`src/rtl/t5_pkg.sv`:
```
// Shared constants for the T5 execute-stage ALU.
// Contents: opcode[6:2] values, funct3 encodings for base and M-extension
// ops, and the multiply/divide sequencer state type.
package t5_pkg;

    localparam logic [4:0] OPC_OP    = 5'h0C;
    localparam logic [4:0] OPC_OPIMM = 5'h04;

    // Base integer funct3
    localparam logic [2:0] F3_ADD  = 3'd0;
    localparam logic [2:0] F3_SLL  = 3'd1;
    localparam logic [2:0] F3_SLT  = 3'd2;
    localparam logic [2:0] F3_SLTU = 3'd3;
    localparam logic [2:0] F3_XOR  = 3'd4;
    localparam logic [2:0] F3_SR   = 3'd5;
    localparam logic [2:0] F3_OR   = 3'd6;
    localparam logic [2:0] F3_AND  = 3'd7;

    // M-extension funct3
    localparam logic [2:0] F3_MUL    = 3'd0;
    localparam logic [2:0] F3_MULH   = 3'd1;
    localparam logic [2:0] F3_MULHSU = 3'd2;
    localparam logic [2:0] F3_MULHU  = 3'd3;
    localparam logic [2:0] F3_DIV    = 3'd4;
    localparam logic [2:0] F3_DIVU   = 3'd5;
    localparam logic [2:0] F3_REM    = 3'd6;
    localparam logic [2:0] F3_REMU   = 3'd7;

    typedef enum logic [1:0] {
        IDLE = 2'd0,
        MUL  = 2'd1,
        DIV  = 2'd2,
        DONE = 2'd3
    } state_t;

endpackage

```
`src/rtl/t5_xalu_mdu.sv`:
```
// Iterative multiply/divide datapath for t5_xalu.
// Radix-2 shift-add multiply and restoring divide over a 2*XLEN accumulator,
// one bit per enabled cycle, with magnitude/sign handling around the core.
// Ports:
//   i_clk, i_rst   clock, asynchronous active-high reset
//   i_ena          enable; low freezes every register
//   i_start        start an M-op (caller already qualified it with idle/enable)
//   i_fn3          M-ext funct3
//   i_op1, i_op2   operands
//   o_idle_c       sequencer is idle (decode of state register)
//   o_done_c       sequencer is in DONE; o_res_c is the final result
//   o_busy         registered busy flag
//   o_res_c        sign-corrected, half/quotient/remainder-selected result
module t5_xalu_mdu #(
    parameter int unsigned XLEN = 32
) (
    input  logic            i_clk,
    input  logic            i_rst,
    input  logic            i_ena,
    input  logic            i_start,
    input  logic [2:0]      i_fn3,
    input  logic [XLEN-1:0] i_op1,
    input  logic [XLEN-1:0] i_op2,
    output logic            o_idle_c,
    output logic            o_done_c,
    output logic            o_busy,
    output logic [XLEN-1:0] o_res_c
);
    import t5_pkg::*;

    localparam int unsigned SLEN = $clog2(XLEN);
    localparam int unsigned AW   = 2 * XLEN;
    localparam logic [XLEN-1:0] MIN_NEG = {1'b1, {(XLEN-1){1'b0}}};

    state_t          r_state, w_state_nxt;
    logic [SLEN-1:0] r_cnt, w_cnt_nxt;
    logic [AW-1:0]   r_acc, w_acc_nxt;
    logic [XLEN-1:0] r_opb, w_opb_nxt;
    logic            r_neg_lo, w_neg_lo_nxt;
    logic            r_neg_hi, w_neg_hi_nxt;
    logic [2:0]      r_fn3, w_fn3_nxt;
    logic            r_busy, w_busy_nxt;

    // Issue-time operand conditioning
    logic            w_div_sgn, w_a_sgn, w_b_sgn, w_a_neg, w_b_neg;
    logic [XLEN-1:0] w_a_mag, w_b_mag;
    logic            w_div0, w_ovf;

    assign w_div_sgn = (i_fn3 == F3_DIV) || (i_fn3 == F3_REM);
    assign w_a_sgn   = i_fn3[2] ? w_div_sgn : ((i_fn3 == F3_MULH) || (i_fn3 == F3_MULHSU));
    assign w_b_sgn   = i_fn3[2] ? w_div_sgn : (i_fn3 == F3_MULH);
    assign w_a_neg   = w_a_sgn & i_op1[XLEN-1];
    assign w_b_neg   = w_b_sgn & i_op2[XLEN-1];
    assign w_a_mag   = w_a_neg ? -i_op1 : i_op1;
    assign w_b_mag   = w_b_neg ? -i_op2 : i_op2;
    assign w_div0    = i_fn3[2] & (i_op2 == '0);
    assign w_ovf     = i_fn3[2] & w_div_sgn & (i_op1 == MIN_NEG) & (&i_op2);

    // Multiply step: add multiplicand into the high half when the LSB is set, then shift right
    logic [XLEN:0]   w_mul_sum;
    logic [AW-1:0]   w_mul_acc;
    assign w_mul_sum = {1'b0, r_acc[AW-1:XLEN]} + (r_acc[0] ? {1'b0, r_opb} : {(XLEN+1){1'b0}});
    assign w_mul_acc = {w_mul_sum, r_acc[XLEN-1:1]};

    // Restoring divide step: accumulator holds {remainder, dividend/quotient}
    logic [XLEN:0]   w_rsh, w_diff;
    logic [AW-1:0]   w_div_acc;
    assign w_rsh     = {r_acc[AW-1:XLEN], r_acc[XLEN-1]};
    assign w_diff    = w_rsh - {1'b0, r_opb};
    assign w_div_acc = w_diff[XLEN] ? {w_rsh[XLEN-1:0], r_acc[XLEN-2:0], 1'b0}
                                    : {w_diff[XLEN-1:0], r_acc[XLEN-2:0], 1'b1};

    // Next-state and datapath update
    always_comb begin
        w_state_nxt  = r_state;
        w_cnt_nxt    = r_cnt;
        w_acc_nxt    = r_acc;
        w_opb_nxt    = r_opb;
        w_neg_lo_nxt = r_neg_lo;
        w_neg_hi_nxt = r_neg_hi;
        w_fn3_nxt    = r_fn3;
        case (r_state)
            IDLE: begin
                if (i_start) begin
                    w_fn3_nxt    = i_fn3;
                    w_cnt_nxt    = SLEN'(XLEN - 1);
                    w_neg_lo_nxt = w_a_neg ^ w_b_neg;
                    w_neg_hi_nxt = w_a_neg;
                    w_opb_nxt    = w_b_mag;
                    if (w_div0) begin
                        // quotient all ones, remainder = dividend, no sign fixup
                        w_acc_nxt    = {i_op1, {XLEN{1'b1}}};
                        w_neg_lo_nxt = 1'b0;
                        w_neg_hi_nxt = 1'b0;
                        w_state_nxt  = DONE;
                    end else if (w_ovf) begin
                        // quotient = dividend, remainder = 0
                        w_acc_nxt    = {{XLEN{1'b0}}, i_op1};
                        w_neg_lo_nxt = 1'b0;
                        w_neg_hi_nxt = 1'b0;
                        w_state_nxt  = DONE;
                    end else if (i_fn3[2]) begin
                        w_acc_nxt    = {{XLEN{1'b0}}, w_a_mag};
                        w_state_nxt  = DIV;
                    end else begin
                        w_acc_nxt    = {{XLEN{1'b0}}, w_b_mag};
                        w_opb_nxt    = w_a_mag;
                        w_state_nxt  = MUL;
                    end
                end
            end
            MUL: begin
                w_acc_nxt = w_mul_acc;
                if (r_cnt == '0) w_state_nxt = DONE;
                else             w_cnt_nxt   = r_cnt - SLEN'(1);
            end
            DIV: begin
                w_acc_nxt = w_div_acc;
                if (r_cnt == '0) w_state_nxt = DONE;
                else             w_cnt_nxt   = r_cnt - SLEN'(1);
            end
            DONE:    w_state_nxt = IDLE;
            default: w_state_nxt = IDLE;
        endcase
        w_busy_nxt = (w_state_nxt != IDLE);
    end

    // State and datapath registers
    always_ff @(posedge i_clk or posedge i_rst) begin
        if (i_rst) begin
            r_state  <= IDLE;
            r_cnt    <= '0;
            r_acc    <= '0;
            r_opb    <= '0;
            r_neg_lo <= 1'b0;
            r_neg_hi <= 1'b0;
            r_fn3    <= '0;
            r_busy   <= 1'b0;
        end else if (i_ena) begin
            r_state  <= w_state_nxt;
            r_cnt    <= w_cnt_nxt;
            r_acc    <= w_acc_nxt;
            r_opb    <= w_opb_nxt;
            r_neg_lo <= w_neg_lo_nxt;
            r_neg_hi <= w_neg_hi_nxt;
            r_fn3    <= w_fn3_nxt;
            r_busy   <= w_busy_nxt;
        end
    end

    // Sign fixup and result selection
    logic [AW-1:0]   w_prod;
    logic [XLEN-1:0] w_quo, w_rem;
    assign w_prod = r_neg_lo ? -r_acc : r_acc;
    assign w_quo  = r_neg_lo ? -r_acc[XLEN-1:0]  : r_acc[XLEN-1:0];
    assign w_rem  = r_neg_hi ? -r_acc[AW-1:XLEN] : r_acc[AW-1:XLEN];

    always_comb begin
        o_res_c = '0;
        case (r_fn3)
            F3_MUL:                       o_res_c = w_prod[XLEN-1:0];
            F3_MULH, F3_MULHSU, F3_MULHU: o_res_c = w_prod[AW-1:XLEN];
            F3_DIV, F3_DIVU:              o_res_c = w_quo;
            F3_REM, F3_REMU:              o_res_c = w_rem;
            default:                      o_res_c = '0;
        endcase
    end

    assign o_idle_c = (r_state == IDLE);
    assign o_done_c = (r_state == DONE);
    assign o_busy   = r_busy;

endmodule

```
`src/rtl/t5_xalu.sv`:
```
// T5 execute-stage ALU: single-cycle base integer ops plus RV M-extension
// through the iterative t5_xalu_mdu sequencer.
// Build option: define T5_XALU_FASTMUL_EN for single-cycle multiplies
// (divides stay iterative).
// Ports:
//   sclk, srst   clock, asynchronous active-high reset
//   sena         pipeline enable; low freezes all state
//   dvld         issue request (ignored unless idle)
//   dopc         opcode[6:2]; dfn3 funct3; dfn7 funct7
//   dop1, dop2   rs1 and rs2/immediate operands
//   xbsy         busy; upstream holds operands and may not issue
//   mvld         one-cycle result valid
//   malu         result
module t5_xalu #(
    parameter int unsigned XLEN = 32
) (
    input  logic            sclk,
    input  logic            srst,
    input  logic            sena,
    input  logic            dvld,
    input  logic [4:0]      dopc,
    input  logic [2:0]      dfn3,
    input  logic [6:0]      dfn7,
    input  logic [XLEN-1:0] dop1,
    input  logic [XLEN-1:0] dop2,
    output logic            xbsy,
    output logic            mvld,
    output logic [XLEN-1:0] malu
);
    import t5_pkg::*;

    localparam int unsigned SLEN = $clog2(XLEN);

    logic            w_is_op, w_is_base, w_is_mop, w_sub, w_sra;
    logic            w_mdu_idle, w_mdu_done, w_mdu_start, w_issue, w_fast_mul;
    logic [XLEN-1:0] w_mdu_res, w_alu, w_sra_res, w_mul_res;
    logic [SLEN-1:0] w_shamt;
    logic            r_mvld;
    logic [XLEN-1:0] r_malu;
    logic            w_unused;

    // Decode; dfn7[0] is instruction bit 25, dfn7[5] is bit 30
    assign w_is_op   = (dopc == OPC_OP);
    assign w_is_base = (w_is_op & ~dfn7[0]) | (dopc == OPC_OPIMM);
    assign w_is_mop  = w_is_op & dfn7[0];
    assign w_sub     = w_is_op & dfn7[5];
    assign w_sra     = dfn7[5];
    assign w_shamt   = dop2[SLEN-1:0];
    assign w_issue   = dvld & sena & w_mdu_idle;
    assign w_unused  = ^{dfn7[6], dfn7[4:1]};

    // Base integer ALU
    assign w_sra_res = $signed(dop1) >>> w_shamt;
    always_comb begin
        w_alu = '0;
        case (dfn3)
            F3_ADD:  w_alu = w_sub ? (dop1 - dop2) : (dop1 + dop2);
            F3_SLL:  w_alu = dop1 << w_shamt;
            F3_SLT:  w_alu = {{(XLEN-1){1'b0}}, ($signed(dop1) < $signed(dop2))};
            F3_SLTU: w_alu = {{(XLEN-1){1'b0}}, (dop1 < dop2)};
            F3_XOR:  w_alu = dop1 ^ dop2;
            F3_SR:   w_alu = w_sra ? w_sra_res : (dop1 >> w_shamt);
            F3_OR:   w_alu = dop1 | dop2;
            F3_AND:  w_alu = dop1 & dop2;
            default: w_alu = '0;
        endcase
    end

`ifdef T5_XALU_FASTMUL_EN
    // Single-cycle multiply: sign-extend per operand signedness, keep 2*XLEN product
    logic [2*XLEN-1:0] w_mul_a, w_mul_b, w_mul_p;
    assign w_fast_mul = w_is_mop & ~dfn3[2];
    assign w_mul_a    = {{XLEN{((dfn3 == F3_MULH) || (dfn3 == F3_MULHSU)) & dop1[XLEN-1]}}, dop1};
    assign w_mul_b    = {{XLEN{(dfn3 == F3_MULH) & dop2[XLEN-1]}}, dop2};
    assign w_mul_p    = w_mul_a * w_mul_b;
    assign w_mul_res  = (dfn3 == F3_MUL) ? w_mul_p[XLEN-1:0] : w_mul_p[2*XLEN-1:XLEN];
`else
    assign w_fast_mul = 1'b0;
    assign w_mul_res  = '0;
`endif

    assign w_mdu_start = w_issue & w_is_mop & ~w_fast_mul;

    t5_xalu_mdu #(.XLEN(XLEN)) u_mdu (
        .i_clk    (sclk),
        .i_rst    (srst),
        .i_ena    (sena),
        .i_start  (w_mdu_start),
        .i_fn3    (dfn3),
        .i_op1    (dop1),
        .i_op2    (dop2),
        .o_idle_c (w_mdu_idle),
        .o_done_c (w_mdu_done),
        .o_busy   (xbsy),
        .o_res_c  (w_mdu_res)
    );

    // Output register; mvld drops on any enabled edge that produces no result
    always_ff @(posedge sclk or posedge srst) begin
        if (srst) begin
            r_malu <= '0;
            r_mvld <= 1'b0;
        end else if (sena) begin
            if (w_issue & w_is_base) begin
                r_malu <= w_alu;
                r_mvld <= 1'b1;
            end else if (w_issue & w_fast_mul) begin
                r_malu <= w_mul_res;
                r_mvld <= 1'b1;
            end else if (w_mdu_done) begin
                r_malu <= w_mdu_res;
                r_mvld <= 1'b1;
            end else begin
                r_mvld <= 1'b0;
            end
        end
    end

    assign malu = r_malu;
    assign mvld = r_mvld;

endmodule
```
`config.mk`:
```
export PLATFORM = sky130hd
export DESIGN_NAME = t5_xalu
export DESIGN_NICKNAME = d
export VERILOG_FILES = /design/src/rtl/t5_pkg.sv /design/src/rtl/t5_xalu_mdu.sv /design/src/rtl/t5_xalu.sv
export SDC_FILE = /design/constraint.sdc
export NUM_CORES = 1
export LEC_CHECK = 0
export BUFFER_PORTS_ARGS = -buffer_cell sky130_fd_sc_hd__buf_4
export CAP_MARGIN = 20
export CORE_ASPECT_RATIO = 1.4
export CORE_MARGIN = 2
export CORE_UTILIZATION = 46
export CTS_CLUSTER_DIAMETER = 80
export DETAILED_ROUTE_END_ITERATION = 16
export PLACE_DENSITY_LB_ADDON = 0.1
export SLEW_MARGIN = 20
export SYNTH_ARGS = -nofsm -noshare
export SYNTH_HDL_FRONTEND = slang
export SYNTH_SLANG_ARGS = --single-unit
```
`constraint.sdc`:
```
create_clock -name sclk -period 5.1 [get_ports sclk]
set_input_delay 1.02 -clock sclk [delete_from_list [all_inputs] [get_ports sclk]]
set_output_delay 1.02 -clock sclk [all_outputs]
set_load 0.005 [all_outputs]
```
After elaboration in Yosys (flattened, before gate mapping)
Index checks and enable logic that the tools add are counted.

Output and inout port bits: 34. Word-level logic and storage cells: 124. Flip-flop bits (word level): 142.

Shifts and indexed selects: 3. $lt $le $gt $ge: 2. Reduce and logical (&&, ||, !) cells: 20. Bitwise logic cells: 19. Eq/ne operators: 22. Add/subtract/negate cells: 10. Mux-type cells: 38.

Operator list (count): two-way mux 32 bit (13); two-way mux 64 bit (5); one-hot mux 32 bit (8 select lines) (1); one-hot mux 64 bit (3 select lines) (1); negation 32 bit (4); one-hot mux 32 bit (4 select lines) (1); < comparator 32 bit (2); negation 64 bit (1); adder 32 x 33 -> 33 bit (1); subtractor 33 x 32 -> 33 bit (1); adder 32 bit (1); AND 32 bit (1); equality test 32 bit, second input constant (1); logical NOT 32 bit (1); OR 32 bit (1); AND reduction 32 bit (1); left shift 32 x 5 -> 32 bit (1); >> shifter 32 x 5 -> 32 bit (1); >>> shifter 32 x 5 -> 32 bit (1); subtractor 32 bit (1); bitwise XOR 32 bit (1); equality test 3 bit, second input constant (8); AND 1 bit (13); equality test 3 x 2 -> 1 bit, second input constant (4); 27 further kinds (48).

Logic depth before layout (Yosys ltp)
Gate-level depths: netlist of the first run.

Depth in word-level cells: 10. Mapped depth: 15. Gate-level depth less buffers: 14.

Hierarchy
A second synthesis of the first run with hierarchy kept.

Cells, all modules: 3347. Area total of the unflattened synthesis: 24078.1 um2.

Modules (own cells, without submodules): t5_xalu_mdu (area each 13705.6 um2, cells an instance 1831, times used 1, seq. area each 2727.6 um2); t5_xalu (area each 10372.4 um2, cells an instance 1516, times used 1, seq. area each 825.8 um2).

Worst setup path before layout of the first run
OpenSTA, ideal clock, no wires.

Path type: in2reg. From: input port dop2[4]. To: register r_malu[24], in the netlist malu[24]. Arrival: 4.338 ns. Data required time: 4.977 ns. Stages on the path: 15. Slack: 0.639 ns. Buffers on the path: 3. Library setup time: 0.123 ns. Path through: clkbuf_1 > inv_1 > buf_1 > clkbuf_1 > ha_1 > and2_1 > a221o_1 > a31oi_1 > o21ai_0 > a221oi_1 > o21ai_0 > a21boi_0 > nor3_1 > o21a_1 > o221a_2.

Word-level cells in the longest chain between the ends: 4. Elaborated cells on any way between the ends: 9. Those cells by class: add/sub: 2; shift: 3; mux: 4.

RTL lines: from (decl) (RTL line t5_xalu.sv:25) `input logic [XLEN-1:0] dop2,`; adder 32 bit (tied with other cells) (RTL line t5_xalu.sv:57) `F3_ADD: w_alu = w_sub ? (dop1 - dop2) : (dop1 + dop2);`; two-way mux 32 bit (on tied branches) (RTL line t5_xalu.sv:57, t5_xalu.sv:62); one-hot mux 32 bit (8 select lines) * (RTL line t5_xalu.sv:56) `case (dfn3)`; two-way mux 32 bit * (RTL line t5_xalu.sv:104) `if (w_issue & w_is_base) begin`; to (signal assigned) (RTL line t5_xalu.sv:105) `r_malu <= w_alu;`; to (signal assigned) (RTL line t5_xalu.sv:108) `r_malu <= w_mul_res;`; to (signal assigned) (RTL line t5_xalu.sv:111) `r_malu <= w_mdu_res;`; to (decl) (RTL line t5_xalu.sv:39) `logic [XLEN-1:0] r_malu;`.

Mark *: on every way between the ends. The rest lies on a longest branch, timed or not. A chain may end at the register's enable or synchronous reset.

Worst setup path in the final report of the first run
From: register u_mdu.r_acc[0]. To: register u_mdu.r_acc[62].

Word-level cells in the longest chain between the ends: 3.

RTL lines: from (decl) (RTL line t5_xalu_mdu.sv:37) `logic [AW-1:0] r_acc, w_acc_nxt;`; from (signal assigned) (RTL line t5_xalu_mdu.sv:142) `r_acc <= w_acc_nxt;`; two-way mux 32 bit (RTL line t5_xalu_mdu.sv:62) `assign w_mul_sum = {1'b0, r_acc[AW-1:XLEN]} + (r_acc[0] ? {1'b0, r_opb} : {(XLEN+1){1'b0}});`; adder 32 x 33 -> 33 bit (RTL line t5_xalu_mdu.sv:62); one-hot mux 64 bit (3 select lines) (RTL line t5_xalu_mdu.sv:82) `case (r_state)`.

No other way between the ends.

==> run_results.csv, run 1 <==
group,metric,value,unit
sta,slew_headroom,0.246,
route,avgViaCountPerCell,6.96,
clock_tree,postCtsSetupBuffers,0,
placement,io_buffers,111,
critical_path,worst_path_max_delay_cell,"a221oi_1",
finish,final_cells,3909,
critical_path,crit_path_frequent_cell,"a211oi_1",
clock_tree,cts_tree,"built",
run_status,outcome,"finished clean",
route,first_pass_iters,8,
clock_tree,clockBufferDepth,2,
logic_synthesis,syn-num-nets,3529,
finish,area_growth,9.03,%
grt,grt_usage,0.447,
grt,antenna_found_initial,5,
critical_path,path_class,"reg -> reg",
sta,grt_setup_unrepaired,"false",
sta,drv_slew,0,
finish,layout_common_cells,"350 x nor2_1, 296 x a21oi_1, 253 x nand2_1, 246 x o21ai_0, 222 x buf_4",
route,via_count,27200,
sta,fin_ws,643,ps
die,row_count,98,
critical_path,crit_buf_inv,2,
sta,finalCriticalPeriod,4460,ps
placement,place_congestion,1.07,
clock_tree,hold_buffers,0,
worst_hold_path,worstHoldPathType,"reg -> reg",
route,routed_wl,121000,µm
critical_path,critPathLaunchType,"register",
clock_tree,cts-root-buf,"clkbuf_16",
logic_synthesis,ys_warn_count,0,
grt,grt_pass1_vias,25800,
logic_synthesis,netlist_instances,3271,
pwr,peakVddDrop,0.000270,V
route,drc,0,
logic_synthesis,synth_seq_cells,142,
pwr,powerDensity,399,nW/µm²
critical_path,worstPathMaxFanout,20,
route,drt_iter0_markers,3430,
critical_path,endpoint_kind,"register",
grt,grt_max_degree,65,
logic_synthesis,avgSynthCellArea,7.25,µm²
sta,worstMarginPinSlew,1120,ps
logic_synthesis,synthArstFlopShare,1.00,
logic_synthesis,netlist_area,23700,µm²
die,die_h,273,µm
finish,drive_above_1_share,0.121,
sta,fin_crit_sh,0.874,
critical_path,worstPathArrival,4820,ps
die,io_pins,117,
logic_synthesis,synth_ff_type,"dfrtp_1",
placement,hpwl,92200,µm
grt,grt-ovfl-total,0,
clock_tree,clkTransAtPathRegs,70,ps
clock_tree,cts_sinks,142,
logic_synthesis,synth_edf_count,0,
critical_path,crit_family,"compound AO/OA/AOI/OAI gates",
pwr,fin_total_pwr,10.3,mW
die,start_util,0.465,
placement,dp_cells,3872,
clock_tree,cts_resized,0,
clock_tree,clock_latency,470,ps
critical_path,cpPeakStageDelay,570,ps
logic_synthesis,synth.distinct_cells,96,
clock_tree,cts-buffers-inserted,17,
die,dieArea,53400,µm²
critical_path,cp_cell_sequence,"inv_1, buf_4, nor2_1, ha_1, a211oi_1, o21ai_0, a221oi_1, o22ai_1, o21ba_2, a31oi_1, a211oi_1, xor2_1, or3_1, o211ai_1",
route,ant_nets,0,
sta,finalSetupTns,0,ps
die,core-area,51000,µm²
pwr,p_leak,10.8,nW
clock_tree,ctsHtreeMaxLevel,4,
grt,grt_pass1_wl,176000,µm
finish,final_common_cell,"nor2_1",
finish,fin_nets,3500,
logic_synthesis,synth_seq_area_share,0.150,
placement,place_ws,482,ps
sta,fmax,0.224,GHz
sta,finalClockSkew,18.8,ps
critical_path,worstPathRequired,5470,ps
die,die_w,196,µm
sta,finalHoldViolCount,0,
job,drv_cap,0,
route,routedWlPerCell,30.9,µm
sta,finalSetupViolCount,0,
[power by group]
part	switching [mW]	internal, mW
logic	3.92	2.59
clock network	0.576	0.798
registers	0.906	1.53
[path summary, 6_finish.rpt]
| check | start | endpoint | slack [ps] | cells after the start |
|---|---|---|---|---|
| max | u_mdu.r_acc[0] | u_mdu.r_acc[62] | 640 | 14 |
| min | u_mdu.r_opb[15] | u_mdu.r_opb[15] | 480 | 2 |
| max reg2reg | u_mdu.r_acc[0] | u_mdu.r_acc[62] | 640 | 14 |
| min reg2reg | u_mdu.r_opb[15] | u_mdu.r_opb[15] | 480 | 2 |
| max in group asynchronous | srst | u_mdu.r_opb[23] | 3370 | 3 |
| min in group asynchronous | srst | u_mdu.r_acc[38] | 650 | 2 |
[cells in the mapped netlist, types with 32 or more instances]
cell type	n	area share
mux4_2	45	0.043
nand2_1	254	0.040
mux2i_1	98	0.041
dfrtp_1	142	0.15
a22o_1	32	0.012
a211oi_1	43	0.014
nand2b_1	32	0.0084
ha_1	171	0.090
nor3_1	92	0.019
nand3_1	50	0.011
xor2_1	74	0.027
a31oi_1	52	0.014
xnor2_1	138	0.051
o21ai_0	248	0.052
a21o_1	41	0.013
a221oi_1	56	0.021
clkbuf_1	216	0.034
o221ai_1	38	0.014
a21oi_1	296	0.062
nor2_1	351	0.056
o31ai_1	41	0.013
or3_1	33	0.0087
a22oi_1	44	0.014
o211ai_1	46	0.015
inv_1	176	0.028
[worst reg2reg max path, cell delays in order, from the launching register on]
cell,delay [ps]
dfrtp_1,470
inv_1,440
buf_4,380
nor2_1,90
ha_1,350
a211oi_1,330
o21ai_0,280
a221oi_1,570
o22ai_1,110
o21ba_2,310
a31oi_1,120
a211oi_1,350
xor2_1,120
or3_1,330
o211ai_1,100
[through the flow]
| stage | cell area, µm² | utilization | hold WS [ps] |
|---|---|---|---|
| 2_1_floorplan | 23700 | - | 450 |
| 3_3_place_gp | 25200 | 0.494 | 467 |
| 3_5_place_dp | 25200 | 0.494 | 472 |
| 4_1_cts | 25800 | 0.506 | 486 |
| 5_1_grt | 25800 | 0.507 | 527 |
| 6_report | 25900 | 0.507 | 478 |
[area by class of cell]
type,instances,area [µm²]
multi-input combinational,2675,18400
inverter,180,681
sequential,142,3550
tap,650,813
clock inverter,12,160
clock buffer,20,457
timing repair buffer,226,1730
antenna,4,10.0
fill,5154,25200
[metal layers]
layer	part of all wire	global-route usage	vias up
met2	0.44	0.711	1739
li1	-	-	12000
met4	0.11	0.379	2
met1	0.36	0.517	13000
met3	0.089	0.0881	465
met5	0.00012	0	-
[flip-flops by register name, indices dropped and copies added (netlist names)]
name / flops
malu: 32
mvld: 1
u_mdu.o_busy: 1
u_mdu.r_acc: 64
u_mdu.r_cnt: 5
u_mdu.r_fn3: 3
u_mdu.r_neg_hi: 1
u_mdu.r_neg_lo: 1
u_mdu.r_opb: 32
u_mdu.r_state: 2
[logic make-up after synthesis]
logic type | Yosys count | synth area share
simple gates | 970 | 0.191
xor+xnor | 212 | 0.0783
buf+inv | 454 | 0.0741
mux | 175 | 0.0993
flops | 142 | 0.150
fa+ha+maj | 175 | 0.0936
compound gates | 1143 | 0.314
Note: power is estimated with default switching activity, not from simulation.
==> run 2: changes to the inputs <==
CORE_ASPECT_RATIO = not set   (was 1.4)
==> run_results.csv, run 2 (synthesized netlist as in run 1, its figures left out) <==
group,metric,value,unit
grt,grt-ovfl-total,0,
clock_tree,hold_buffers,0,
route,drt_iter0_markers,3545,
die,row_count,83,
clock_tree,clkTransAtPathRegs,70,ps
finish,largest_reg_flops,64,
route,routedWlPerCell,28.5,µm
finish,top_register,"u_mdu.r_acc",
clock_tree,cts_sinks,142,
critical_path,worstPathArrival,4930,ps
grt,grt_usage,0.410,
job,drv_cap,0,
critical_path,worstPathMaxFanout,4,
placement,dp_cells,3889,
sta,finalCriticalPeriod,4590,ps
clock_tree,ctsHtreeMaxLevel,4,
sta,finalSetupViolCount,0,
grt,grt_pass1_wl,165000,µm
critical_path,crit_family,"compound AO/OA/AOI/OAI gates",
sta,drv_slew,0,
finish,final_common_cell,"nor2_1",
grt,grt_pass1_vias,25300,
die,die_h,231,µm
critical_path,cp_cell_sequence,"buf_4, clkinv_1, ha_1, nor2_1, o311a_1, o211ai_1, a211oi_1, o21ai_1, buf_4, a211oi_1, nor3_1, buf_4, o211ai_1, nor4b_2, nor3_1",
critical_path,path_class,"in -> reg",
die,core-area,51100,µm²
clock_tree,cts_tree,"built",
critical_path,cpPeakStageDelay,560,ps
critical_path,endpoint_kind,"register",
pwr,intPower,4.88,mW
grt,antenna_found_initial,2,
placement,hpwl,86200,µm
finish,fin_nets,3487,
die,start_util,0.464,
route,via_count,26800,
sta,grt_setup_unrepaired,"false",
route,drc,0,
finish,fillers,5211,
pwr,combPwrFrac,0.624,
sta,finalClockSkew,17.9,ps
finish,area_growth,8.85,%
die,die_w,231,µm
clock_tree,postCtsSetupBuffers,0,
sta,slew_headroom,0.214,
finish,finish.utilization,0.505,
critical_path,crit_buf_inv,4,
placement,place_congestion,1.07,
worst_hold_path,worstHoldPathType,"reg -> reg",
critical_path,critPathLaunchType,"primary input",
critical_path,worst_path_max_delay_cell,"a211oi_1",
pwr,clkPwrFrac,0.137,
critical_path,crit_path_frequent_cell,"buf_4",
finish,layout_common_cells,"350 x nor2_1, 296 x a21oi_1, 253 x nand2_1, 246 x o21ai_0, 209 x buf_4",
route,routed_wl,112000,µm
pwr,p_leak,10.8,nW
pwr,power_frac_seq,0.240,
die,dieArea,53400,µm²
sta,fin_crit_sh,0.901,
route,avgViaCountPerCell,6.84,
pwr,powerDensity,388,nW/µm²
sta,finalSetupTns,0,ps
pwr,switchingPower,5.14,mW
finish,n_antenna_cell,0,
route,ant_nets,0,
clock_tree,cts-buffers-inserted,17,
pwr,swShare,0.513,
clock_tree,clockBufferDepth,2,
placement,io_buffers,111,
clock_tree,cts_resized,0,
sta,fmax,0.218,GHz
finish,final_cells,3922,
run_status,outcome,"finished clean",
finish,drive_above_1_share,0.118,
clock_tree,clock_latency,460,ps
die,io_pins,117,
clock_tree,cts-root-buf,"clkbuf_16",
pwr,peakVddDrop,0.000339,V
grt,grt_max_degree,86,
critical_path,worstPathRequired,5440,ps
route,first_pass_iters,6,
sta,finalHoldViolCount,0,
sta,worstMarginPinSlew,1170,ps
==> run 2: metal layers <==
| layer | track usage | vias up | part of all wire |
|---|---|---|---|
| met5 | 0 | - | 0.00011 |
| met4 | 0.220 | 2 | 0.059 |
| met3 | 0.0534 | 267 | 0.090 |
| met2 | 0.642 | 1574 | 0.44 |
| met1 | 0.549 | 13000 | 0.41 |
| li1 | - | 11900 | - |
==> run 2: final timing paths <==
| check | to | startpoint | slack, ps | cells past startpoint |
|---|---|---|---|---|
| worst min-delay path | u_mdu.r_opb[15] | u_mdu.r_opb[15] | 490 | 2 |
| max in group asynchronous | u_mdu.r_neg_lo | srst | 3480 | 3 |
| worst max-delay path | malu[27] | dop2[1] | 510 | 15 |
| worst min register to register | u_mdu.r_opb[15] | u_mdu.r_opb[15] | 490 | 2 |
| min in group asynchronous | u_mdu.r_opb[3] | srst | 720 | 2 |
| worst max register to register | u_mdu.r_acc[61] | u_mdu.r_acc[0] | 700 | 15 |
==> run 2: final cells by class <==
| class | instances | area, µm² | share of cell area |
|---|---|---|---|
| Clock buffer | 20 | 467 | 0.0181 |
| Clock inverter | 12 | 158 | 0.00611 |
| Inverter | 180 | 681 | 0.0264 |
| Sequential cell | 142 | 3550 | 0.138 |
| Timing Repair Buffer | 213 | 1640 | 0.0637 |
| Multi-Input combinational cell | 2675 | 18500 | 0.715 |
| Tap cell | 680 | 851 | 0.0330 |
==> run 2: stage by stage <==
stage,power [mW],cell area [µm²],setup slack [ps],hold slack [ps]
after floorplan,6.41,23700,270,450
after global placement,8.31,25200,214,465
after detailed placement,8.41,25200,192,472
after CTS,9.82,25800,675,486
after global routing,10.6,25800,426,513
final,10.0,25800,507,490
==> run 2: worst reg2reg max path, cell delays in order, from the launching register on <==
cell and delay (ps):
dfrtp_1 480, inv_1 360, buf_4 360, nor2_1 90, ha_1 370, a21oi_1 160, nor2_1 60, a211oi_1 460
a311oi_1 320, o41ai_1 520, buf_4 220, o2111ai_1 190, a21oi_1 230, xnor2_1 140, nand2_1 70, a211oi_1 270
==> run 2: power groups by stage <==
stage	Clock [mW]	Combinational, mW	Sequential [mW]
final	1.37	6.25	2.40
after floorplan	0	4.49	1.91
after detailed placement	0	6.04	2.37
after global placement	0	5.96	2.35
after global routing	1.41	6.75	2.45
after CTS	1.37	6.09	2.36
